--- src/rtl/eth_mii_gmii_tx.sv ---
// Ethernet TX framer for MII/GMII PHYs.
// Adds preamble/SFD, zero padding, CRC-32 FCS and inter-frame gap.
module eth_mii_gmii_tx #(
   parameter int DATA_WIDTH       = 4,
   parameter int ENABLE_PADDING   = 1,
   parameter int MIN_FRAME_LENGTH = 64,
   parameter int IFG_BYTES        = 12
) (
   input  logic                  clk,
   input  logic                  rst,
   input  logic [7:0]            s_axis_tdata,
   input  logic                  s_axis_tvalid,
   output logic                  s_axis_tready,
   input  logic                  s_axis_tlast,
   input  logic                  s_axis_tuser,
   output logic [DATA_WIDTH-1:0] phy_txd,
   output logic                  phy_tx_en,
   output logic                  phy_tx_er,
   output logic                  busy,
   output logic                  start_packet,
   output logic                  error_underflow
);

   localparam logic [15:0] L_MIN_DATA = 16'(MIN_FRAME_LENGTH - 4);
   localparam logic [15:0] L_IFG_LAST = 16'(IFG_BYTES - 1);

   typedef enum logic [2:0] {
      S_IDLE, S_PRE, S_PAY, S_PAD, S_FCS, S_ERR, S_IFG
   } state_t;

   state_t                r_state;
   state_t                w_nxt;
   logic                  r_phase;
   logic                  w_last;
   logic [15:0]           r_idx;
   logic [15:0]           r_len;
   logic [15:0]           w_len_inc;
   logic [31:0]           r_crc;
   logic [31:0]           w_fcs;
   logic [7:0]            r_data;
   logic                  r_last;
   logic                  r_bad;
   logic [7:0]            w_byte;
   logic                  w_en;
   logic                  w_er;
   logic                  w_uf;
   logic                  w_start;
   logic                  w_tready;
   logic [DATA_WIDTH-1:0] w_sym;
   logic [DATA_WIDTH-1:0] r_txd;
   logic                  r_en;
   logic                  r_er;
   logic                  r_start;
   logic                  r_uf;

   function automatic logic [31:0] f_crc_byte(
      input logic [31:0] i_crc,
      input logic [7:0]  i_byte
   );
      logic [31:0] v_c;
      v_c = i_crc ^ {24'h0, i_byte};
      for (int k = 0; k < 8; k++) begin
         v_c = v_c[0] ? ((v_c >> 1) ^ 32'hEDB88320) : (v_c >> 1);
      end
      return v_c;
   endfunction

   // MII spends two cycles per byte; GMII finishes every byte in one.
   assign w_last    = (DATA_WIDTH == 8) ? 1'b1 : r_phase;
   assign w_len_inc = (r_len == 16'hFFFF) ? r_len : r_len + 16'd1;
   assign w_fcs     = ~r_crc;

   generate
      if (DATA_WIDTH == 8) begin : g_gmii
         assign w_sym = w_byte;
      end else begin : g_mii
         assign w_sym = r_phase ? w_byte[7:4] : w_byte[3:0];
      end
   endgenerate

   always_comb begin
      w_nxt    = r_state;
      w_tready = 1'b0;
      w_byte   = 8'h00;
      w_en     = 1'b0;
      w_er     = 1'b0;
      w_uf     = 1'b0;
      w_start  = 1'b0;
      unique case (r_state)
         S_IDLE: begin
            if (s_axis_tvalid) begin
               w_nxt   = S_PRE;
               w_start = 1'b1;
            end
         end
         S_PRE: begin
            w_en   = 1'b1;
            w_byte = (r_idx == 16'd7) ? 8'hD5 : 8'h55;
            if (w_last && r_idx == 16'd7) begin
               w_tready = 1'b1;
               w_uf     = ~s_axis_tvalid;
               w_nxt    = s_axis_tvalid ? S_PAY : S_ERR;
            end
         end
         S_PAY: begin
            w_en   = 1'b1;
            w_byte = r_data;
            if (w_last) begin
               if (r_last) begin
                  w_nxt = ((ENABLE_PADDING != 0) && (w_len_inc < L_MIN_DATA))
                          ? S_PAD : S_FCS;
               end else begin
                  w_tready = 1'b1;
                  if (!s_axis_tvalid) begin
                     w_nxt = S_ERR;
                     w_uf  = 1'b1;
                  end
               end
            end
         end
         S_PAD: begin
            w_en = 1'b1;
            if (w_last && w_len_inc >= L_MIN_DATA) w_nxt = S_FCS;
         end
         S_FCS: begin
            w_en = 1'b1;
            w_er = r_bad;
            unique case (r_idx[1:0])
               2'd0: w_byte = w_fcs[7:0];
               2'd1: w_byte = w_fcs[15:8];
               2'd2: w_byte = w_fcs[23:16];
               2'd3: w_byte = w_fcs[31:24];
            endcase
            if (w_last && r_idx == 16'd3) w_nxt = S_IFG;
         end
         S_ERR: begin
            w_en = 1'b1;
            w_er = 1'b1;
            if (w_last) w_nxt = S_IFG;
         end
         S_IFG: begin
            // A waiting source restarts straight from the gap, no idle cycle.
            if (w_last && r_idx == L_IFG_LAST) begin
               w_nxt   = s_axis_tvalid ? S_PRE : S_IDLE;
               w_start = s_axis_tvalid;
            end
         end
         default: w_nxt = S_IDLE;
      endcase
   end

   always_ff @(posedge clk) begin
      if (rst) begin
         r_state <= S_IDLE;
         r_phase <= 1'b0;
         r_idx   <= 16'd0;
         r_len   <= 16'd0;
         r_crc   <= 32'hFFFFFFFF;
         r_data  <= 8'h00;
         r_last  <= 1'b0;
         r_bad   <= 1'b0;
         r_txd   <= '0;
         r_en    <= 1'b0;
         r_er    <= 1'b0;
         r_start <= 1'b0;
         r_uf    <= 1'b0;
      end else begin
         r_state <= w_nxt;
         r_phase <= (r_state == S_IDLE) ? 1'b0 : ~r_phase;
         if (w_nxt != r_state) r_idx <= 16'd0;
         else if (w_last)      r_idx <= r_idx + 16'd1;
         r_txd   <= w_sym;
         r_en    <= w_en;
         r_er    <= w_er;
         r_start <= w_start;
         r_uf    <= w_uf;
         if (w_start) begin
            r_crc <= 32'hFFFFFFFF;
            r_len <= 16'd0;
         end else if (w_last && (r_state == S_PAY || r_state == S_PAD)) begin
            r_crc <= f_crc_byte(r_crc, w_byte);
            r_len <= w_len_inc;
         end
         if (w_tready && s_axis_tvalid) begin
            r_data <= s_axis_tdata;
            r_last <= s_axis_tlast;
            r_bad  <= s_axis_tlast & s_axis_tuser;
         end
      end
   end

   assign s_axis_tready   = w_tready;
   assign phy_txd         = r_txd;
   assign phy_tx_en       = r_en;
   assign phy_tx_er       = r_er;
   assign busy            = (r_state != S_IDLE);
   assign start_packet    = r_start;
   assign error_underflow = r_uf;

endmodule
--- config.mk ---
export PLATFORM = sky130hd
export DESIGN_NAME = eth_mii_gmii_tx
export DESIGN_NICKNAME = d
export VERILOG_FILES = /design/src/rtl/eth_mii_gmii_tx.sv
export SDC_FILE = /design/constraint.sdc
export NUM_CORES = 1
export LEC_CHECK = 0
export ABC_AREA = 1
export BUFFER_PORTS_ARGS = -buffer_cell sky130_fd_sc_hd__buf_2
export CAP_MARGIN = 10
export CORE_MARGIN = 2
export CORE_UTILIZATION = 38
export DETAILED_ROUTE_END_ITERATION = 8
export HOLD_SLACK_MARGIN = 0.12
export PLACE_DENSITY_LB_ADDON = 0.15
export SETUP_SLACK_MARGIN = 0.05
export SKIP_LAST_GASP = 1
export SLEW_MARGIN = 20
export SYNTH_ARGS = -nofsm -noshare
export SYNTH_HDL_FRONTEND = slang
export SYNTH_SLANG_ARGS = --single-unit
--- constraint.sdc ---
create_clock -name clk -period 4.8 [get_ports clk]
set_input_delay 0.96 -clock clk [delete_from_list [all_inputs] [get_ports clk]]
set_output_delay 0.96 -clock clk [all_outputs]
set_load 0.01 [all_outputs]
== Yosys cells after proc, flatten, opt, wreduce, memory -nomap -nowiden ==
Index checks and enable logic that the tools add are counted.
Storage, ports and cells
  register bits: 86
  input bits: 13
  output and inout bits: 10
  logic and storage cells: 98
Cells by class
  add/sub/neg operators: 2
  $lt $le $gt $ge: 2
  eq/ne operators: 14
  mux-type cells: 40
  bitwise gates (word level): 13
  reductions and logical operators: 14
Operators by type and width (number)
  2-to-1 mux 32 bit: 8
  NOT 13 -> 14 bit: 8
  2-to-1 mux 3 bit: 11
  adder 16 x 1 -> 16 bit (second input constant): 2
  NOT 32 bit: 1
  case mux 8 bit (4 select lines): 1
  bitwise XOR 32 x 8 -> 32 bit: 1
  case mux 8 bit (3 select lines): 1
  case mux 3 bit (7 select lines): 1
  equality test 16 bit (second input constant): 1
  equality test 16 x 2 -> 1 bit (second input constant): 1
  equality test 16 x 3 -> 1 bit (second input constant): 1
  equality test 16 x 4 -> 1 bit (second input constant): 1
  >= comparator 16 x 6 -> 1 bit (second input constant): 1
  less-than comparator 16 x 6 -> 1 bit (second input constant): 1
  2-to-1 mux 16 bit: 1
  2-to-1 mux 1 bit: 11
  equality test 3 bit (second input constant): 3
  2-to-1 mux 8 bit: 1
  case mux 1 bit (2 select lines): 4
  equality test 3 x 2 -> 1 bit (second input constant): 2
  logical AND 1 bit: 6
  OR reduction 2 bit: 3
  OR reduction 5 bit: 1
  other kinds (11): 13

== Depth between registers and ports, before layout ==
Gate-level depths: netlist of the first run.
  depth after elaboration: 20
  mapped depth: 20
  mapped depth without buffers: 19

== Worst setup path before layout of the first run ==
OpenSTA, ideal clock, no wires.
  path kind: register to output
  start point: reg r_idx[0]
  end point: out s_axis_tready
  arrival: 1.394 ns
  data required time: 3.840 ns
  path slack: 2.446 ns
  stages on the path, launching flop included: 8
  path buffers: 0
  cells stage by stage: dfxtp_1 > ha_1 > inv_2 > nor3_1 > nand4_1 > o21ai_0 > nand2_1 > inv_1
Between the ends
  longest elaborated chain between the ends: 4
Ends and longest elaborated chain
  start, declared: line 35  | logic [15:0] r_idx;
  start signal, assigned: line 171  | else if (w_last) r_idx <= r_idx + 16'd1;
  equality test 16 x 3 -> 1 bit: line 99  | if (w_last && r_idx == 16'd7) begin
  logical AND 1 bit: line 99
  2-to-1 mux 1 bit: line 99
  case mux 1 bit (2 select lines): line 89  | unique case (r_state)
  end, declared: line 13  | output logic s_axis_tready,
Every way passes these cells.

== Worst setup path after layout of the first run ==
  start point: reg r_phase
  end point: reg r_crc[15]
Between the ends
  longest elaborated chain between the ends: 4
Ends and longest elaborated chain
  start, declared: line 33  | logic r_phase;
  start signal, assigned: line 169  | r_phase <= (r_state == S_IDLE) ? 1'b0 : ~r_phase;
  logical AND 1 bit: line 143  | if (w_last && r_idx == L_IFG_LAST) begin
  2-to-1 mux 1 bit: line 143
  case mux 1 bit (2 select lines): line 89
  OR reduction 2 bit (no line)
  end signal, assigned: line 181  | r_crc <= f_crc_byte(r_crc, w_byte);
  end, declared: line 38  | logic [31:0] r_crc;
Several ways; a longest one is shown, not always the timed one.
A chain may end at the register's enable or synchronous reset.

==> flow_summary.yaml, run 1 <==
critical_path:
  setup.worst_path.start: "r_phase$_SDFF_PP0_"
  crit_path_frequent_cell: "buf_4"
  worstReg2RegStart: "r_phase$_SDFF_PP0_"
  cp-start-kind: "register"
  worst_path_max_delay_cell: "dfxtp_1"
  endpoint_kind: "register"
  critPathMaxFanout: 49
  required_ps: 5080
  critical_path_class: "register to register"
  critPathMaxStageDelay_ps: 800
  crit_arrival_ps: 3560
  cp_cell_sequence: "clkinv_1 > nor3_2 > buf_4 > inv_1 > buf_4 > nor2_1 > nand2_1 > o211ai_1"
clock_tree:
  clock-sinks: 86
  max-clock-path-buffers: 2
  cts_max_level: 3
  clk_transition_reported_paths_ps: 70
  numCtsBuffers: 9
  cts_hold_buf: 0
  postCtsSetupRepairBufs: 0
  clk_latency_ps: 350
  cts_tree: "built"
  cts-root-buf: "clkbuf_16"
  postCtsResizedCells: 0
job:
  maxCapViolations: 0
sta:
  max_clock_freq_ghz: 0.304
  worstMarginPinSlew_ps: 968
  fin_skew_ps: 8.75
  grt_setup_unrepaired: "no"
  hold_viol: 0
  final_max_slew_viol_count: 0
  finalSetupViolations: 0
  max_slew_margin_pct: 35.4
  finalCriticalPeriod_ps: 3280
  period_share_pct: 68.4
  fin_tns_setup_ps: 0
floorplanning:
  die_h_um: 124
  start_util_pct: 38.9
  fp-row-count: 43
  design.core.area_um2: 13900
  die_area_um2: 15300
  io-pin-count: 23
  die_w_um: 124
power:
  power_density_nw_per_um2: 281
  ir_worst_vdd_mv: 0.191
  p_leak_uw: 0.00256
synth:
  synth_area_per_cell_um2: 6.80
  synth_area_um2: 5430
  synth_ff_type: "dfxtp_1"
  yosys.cell_types.count: 46
  synth_edf_count: 0
  syn_inst: 798
  yosys_warnings: 0
  synth_nets: 816
  synth_seq_cells: 86
  ys_seq_area_share_pct: 31.7
  async_flop_share_pct: 0
  synthMostInstantiatedCell: "nand2_1"
  yosys-top-cells-count: "186 x nand2_1, 86 x dfxtp_1, 79 x nor2_1"
  synthTopCellsByArea: "dfxtp_1 32%, nand2_1 13%, nand3_1 5.6%"
  synth_top_area_share_pct: 31.7
  synth_top_area_cell: "dfxtp_1"
drt:
  viasPerCell: 5.14
  firstDrtPassIters: 5
  num_vias: 5095
  wl_um: 14400
  drt_iter0_markers: 311
  wl_per_cell_um: 14.5
  antenna_left: 0
  post-route-drc-count: 0
cells_and_area:
  fill_cells: 1418
  seq_area_um2: 1720
  multi_input_area_um2: 3260
  layout.nets: 825
  diodes: 0
  drive_gt1_share_pct: 13.4
  design_area_um2: 5990
  area_growth_pct: 10.4
place:
  port_buffers: 22
  post_dp_cell_area_um2: 5660
  dpl.hpwl_um: 10600
  gp_congestion: 0.848
global_route:
  grt_pass1_vias: 4779
  grt_remaining_overflow: 0
  antenna_found_initial: 0
  grt_pass1_wl_um: 23800
  track_usage_pct: 20.2
  grt_max_degree: 50
outcome:
  status: "complete, no violations"
min_path:
  hold_start: "r_bad$_SDFFE_PP0P_"
  hp-class: "register to register"
[state kept, by name (all words and copies together), names as in the netlist]
register         cells
r_idx               16
r_state              3
phy_tx_er            1
phy_txd              4
error_underflow      1
r_len               16
r_bad                1
r_phase              1
phy_tx_en            1
r_crc               32
start_packet         1
r_last               1
r_data               8
[per-layer routing]
layer	share of wire (%)	global-route usage, %	routed length (um)
met1	48	25.8	6900
met2	46	33.2	6640
met3	3.6	3.60	524
met4	2.4	8.74	349
met5	0	0	0
[power by group]
group          total [uW]  leakage, uW  internal [uW]  switching, uW
Combinational         173      0.00170           55.1            118
Clock                 789     0.000162            485            305
Sequential            725     0.000695            718           6.32
[worst max-delay path: cells and delay by family (launching register included)]
kind                   cells  cell delay, ps
flip-flops                 1             800
AND/OR/NAND/NOR            3             640
buffers and inverters      4            1640
AO/OA/AOI/OAI              1              90
[path summary, 6_finish.rpt]
check | end | slack, ps | cells after the start
setup / recovery | r_crc[15]$_SDFFE_PP1P_ | 1520 | 8
hold / removal | r_bad$_SDFFE_PP0P_ | 470 | 2
setup reg to reg | r_crc[15]$_SDFFE_PP1P_ | 1520 | 8
hold reg to reg | r_bad$_SDFFE_PP0P_ | 470 | 2
[cells in the final DEF (no fill, tap or decap), types with 2 or more instances in the layout]
| cell type | Yosys | layout |
|---|---|---|
| a211oi_1 | 2 | 2 |
| o21ai_0 | 39 | 39 |
| buf_4 | 1 | 3 |
| nor2_2 | 21 | 21 |
| clkinv_1 | 2 | 2 |
| inv_2 | 10 | 10 |
| ha_1 | 5 | 5 |
| buf_2 | 2 | 22 |
| nand2_1 | 186 | 186 |
| o21ai_1 | 6 | 6 |
| dfxtp_1 | 86 | 86 |
| o211ai_1 | 11 | 11 |
| xor2_2 | 4 | 4 |
| or2_1 | 4 | 4 |
| a21oi_1 | 54 | 54 |
| nand4_1 | 13 | 13 |
| bufinv_16 | 0 | 2 |
| xnor2_1 | 16 | 16 |
| nand3_2 | 6 | 6 |
| o21bai_1 | 2 | 2 |
| o221ai_1 | 8 | 8 |
| a31oi_1 | 10 | 10 |
| inv_1 | 73 | 73 |
| nor3_1 | 10 | 9 |
| or2_2 | 2 | 2 |
| nor4_1 | 2 | 2 |
| nand2_4 | 3 | 3 |
| nor2_4 | 3 | 3 |
| clkbuf_16 | 0 | 9 |
| xor2_1 | 29 | 29 |
| nor2_1 | 79 | 79 |
| a41oi_1 | 2 | 2 |
| nand2_2 | 11 | 11 |
| clkbuf_8 | 0 | 2 |
| nand3_1 | 61 | 61 |
[through the flow]
step / util, % / worst slack (ps) / power, uW / hold slack, ps / instances
5_1_grt: 43.0 / 1260 / 1760 / 502 / 992
3_5_place_dp: 40.6 / 1590 / 912 / 463 / 976
2_1_floorplan: - / 2450 / 873 / 439 / 798
3_3_place_gp: 40.6 / 1590 / 911 / 450 / 976
6_report: 43.0 / 1520 / 1690 / 470 / 992
4_1_cts: 43.0 / 1530 / 1700 / 475 / 992
[cell families (layout without fill, tap and decap cells)]
logic type      count (synthesis)  count (layout)  synth area share (%)
xor+xnor                       52              52                  9.78
compound gates                135             135                  14.1
fa+ha+maj                       5               5                  1.15
flops                          86              86                  31.7
buf+inv                       112             126                  8.28
simple gates                  408             408                  34.9
[layout make-up]
type / instances / area share (%)
clock buffer: 11 / 4.22
clock inverter: 5 / 1.36
inverter: 85 / 5.32
multi-input combinational: 600 / 54.4
sequential: 86 / 28.7
tap: 180 / 3.76
timing repair buffer: 25 / 2.21
Power figures use the tool's default switching activity.
==> inputs of run 2 (changes only) <==
Settings changed: ABC_AREA 1 to 0.
Clock period 4.8 ns to 3.2 ns, I/O delays scaled along.
==> run 2 against run 1 <==
  * Via count shrank 11%
  * Sequential power grew 49%
  * Total power grew 44%
  * Cell area shrank 0.38%
  * Highest routed layer unchanged
==> flow_summary.yaml, run 2 <==
synth:
  yosys-top-cells-count: "86 x dfxtp_1, 85 x nand2_1, 55 x nor2_1"
  synth_ff_type: "dfxtp_1"
  synth_seq_cells: 86
  synthMostInstantiatedCell: "dfxtp_1"
  synth_top_area_share_pct: 32.8
  synth_nets: 648
  ys_seq_area_share_pct: 32.8
  synth_edf_count: 0
  yosys.cell_types.count: 62
  synth_area_um2: 5240
  synth_top_area_cell: "dfxtp_1"
  synthTopCellsByArea: "dfxtp_1 33%, xnor2_1 6.8%, nand2_1 6.1%"
  yosys_warnings: 0
  syn_inst: 630
  async_flop_share_pct: 0
  synth_area_per_cell_um2: 8.32
drt:
  wl_per_cell_um: 16.2
  viasPerCell: 5.44
  firstDrtPassIters: 5
  num_vias: 4512
  drt_iter0_markers: 224
  post-route-drc-count: 0
  wl_um: 13500
  antenna_left: 0
sta:
  max_clock_freq_ghz: 0.337
  grt_setup_unrepaired: "yes"
  worstMarginPinSlew_ps: 562
  finalCriticalPeriod_ps: 2970
  period_share_pct: 92.7
  final_max_slew_viol_count: 0
  finalSetupViolations: 0
  max_slew_margin_pct: 61.6
  fin_tns_setup_ps: 0
  finalWorstSetupSlack_ps: 232
  hold_viol: 0
  fin_skew_ps: 5.23
global_route:
  grt_remaining_overflow: 0
  track_usage_pct: 19.1
  grt_max_degree: 69
  grt_pass1_wl_um: 22000
  antenna_found_initial: 0
  grt_pass1_vias: 4284
critical_path:
  r2r_slack_ps: 230
  crit_path_frequent_cell: "o211ai_2"
  cp_cell_sequence: "inv_1 > ha_1 > nor2b_1 > o41a_2 > o211ai_2 > nor4_1 > a211o_1 > xnor2_4 > xnor3_1 > o211ai_2"
  r2r_end: "r_crc[23]$_SDFFE_PP1P_"
  worst_path_max_delay_cell: "o41a_2"
  required_ps: 3480
  critPathMaxStageDelay_ps: 490
  critPathMaxFanout: 7
  cp-start-kind: "register"
  ff2ff_path_depth: 10
  cp_top_family: "compound AO/OA/AOI/OAI gates"
  endpoint_kind: "register"
  crit_arrival_ps: 3250
  worstReg2RegStart: "r_idx[0]$_SDFFE_PP0P_"
  critical_path_class: "register to register"
  critPathBufInv: 1
floorplanning:
  start_util_pct: 39.3
  die_h_um: 121
  design.core.area_um2: 13300
  fp-row-count: 42
  die_area_um2: 14800
  die_w_um: 121
  io-pin-count: 23
cells_and_area:
  area_growth_pct: 13.9
  drive_gt1_share_pct: 14.7
  fill_cells: 1360
  post-route-util_pct: 44.7
  diodes: 0
  top_register: "r_crc"
  layout.nets: 667
  largest_reg_flops: 32
  final_common_cell: "dfxtp_1"
  final_cell_mix: "86 x dfxtp_1, 84 x nand2_1, 53 x nor2_1, 41 x xnor2_1, 36 x xor2_1"
  largest_registers: "r_crc: 32 flops, r_idx: 16 flops, r_len: 16 flops"
outcome:
  status: "complete, no violations"
clock_tree:
  clk_latency_ps: 350
  max-clock-path-buffers: 2
  clock-sinks: 86
  cts_tree: "built"
  numCtsBuffers: 9
  cts-root-buf: "clkbuf_16"
  cts_max_level: 3
  clk_transition_reported_paths_ps: 60
power:
  power_density_nw_per_um2: 407
  ir_worst_vdd_mv: 0.250
  p_leak_uw: 0.00225
  finalPower_uw: 2430
min_path:
  hp-class: "register to register"
  hold_start: "r_bad$_SDFFE_PP0P_"
  hold_end: "r_bad$_SDFFE_PP0P_"
  hold_depth: 2
job:
  maxCapViolations: 0
place:
  gp_congestion: 0.864
  pre_cts_slack_ps: 166
  dpl.hpwl_um: 9930
  port_buffers: 22
==> run 2: timing repair <==
action | 4_1_cts | 5_1_grt
resized for setup | 0 | 9
endpoints found under the setup margin | 0 | 25
setup buffers | 0 | 1
hold buffers | 0 | 0
==> run 2: worst min-delay path: cells and delay by family (launching register included) <==
kind / cells / cell delay (ps)
simple gates: 1 / 50
flops: 1 / 310
compound gates: 1 / 50
==> run 2: logic make-up (layout without fill, tap and decap cells) <==
family | count (synthesis) | count (layout) | share of synthesized area [%]
xor gates and xnor gates | 86 | 86 | 16.9
DFF | 86 | 86 | 32.8
buffers and inverters | 54 | 78 | 4.03
adders and majority gates | 5 | 5 | 1.19
and+or+nand+nor | 264 | 264 | 25.3
muxes | 3 | 3 | 0.597
AOI/OAI and AO/OA | 132 | 132 | 19.1
==> run 2: how the worst max path moves through the flow <==
| stage | end | start | depth (start not counted) | slack [ps] |
|---|---|---|---|---|
| after floorplan | r_crc[20]$_SDFFE_PP1P_ | r_idx[0]$_SDFFE_PP0P_ | 11 | 240 |
| after global placement | r_crc[21]$_SDFFE_PP1P_ | r_idx[1]$_SDFFE_PP0P_ | 9 | 210 |
| after detailed placement | r_crc[19]$_SDFFE_PP1P_ | r_idx[1]$_SDFFE_PP0P_ | 9 | 170 |
| after CTS | s_axis_tready | r_idx[0]$_SDFFE_PP0P_ | 7 | 130 |
| after global routing | r_crc[23]$_SDFFE_PP1P_ | r_idx[0]$_SDFFE_PP0P_ | 10 | 30 |
| final | r_crc[23]$_SDFFE_PP1P_ | r_idx[0]$_SDFFE_PP0P_ | 10 | 230 |
==> run 2: report_power, final <==
part           internal, uW  total [uW]  switching (uW)
sequential             1080        1080            6.77
clock                   602        1050             448
combinational           132         295             162
==> run 2: per-layer routing <==
metal  vias to the layer above  wire length (um)  share of wire (%)  GRT usage, %
met2                        90              6370                 47          30.5
met5                         -                 0                  0             0
met1                      2131              6320                 47          25.6
li1                       2275                 -                  -             -
met3                        16               517                3.8          3.81
met4                         0               249                1.8          6.97
==> run 2: area by class of cell <==
type | instances | area (um^2) | area share (%)
Multi-Input combinational cell | 490 | 3350 | 56.2
Sequential cell | 86 | 1720 | 28.8
Timing Repair Buffer | 48 | 330 | 5.53
Clock buffer | 10 | 229 | 3.83
Tap cell | 176 | 220 | 3.69
Clock inverter | 6 | 62.6 | 1.05
Inverter | 14 | 52.6 | 0.880
==> run 2: stage by stage <==
stage          std cells  hold slack (ps)  instance area (um^2)
6_report             830              450                  5970
5_1_grt              830              472                  5970
4_1_cts              829              453                  5920
3_5_place_dp         813              447                  5630
3_3_place_gp         813              442                  5630
2_1_floorplan        630              429                  5240
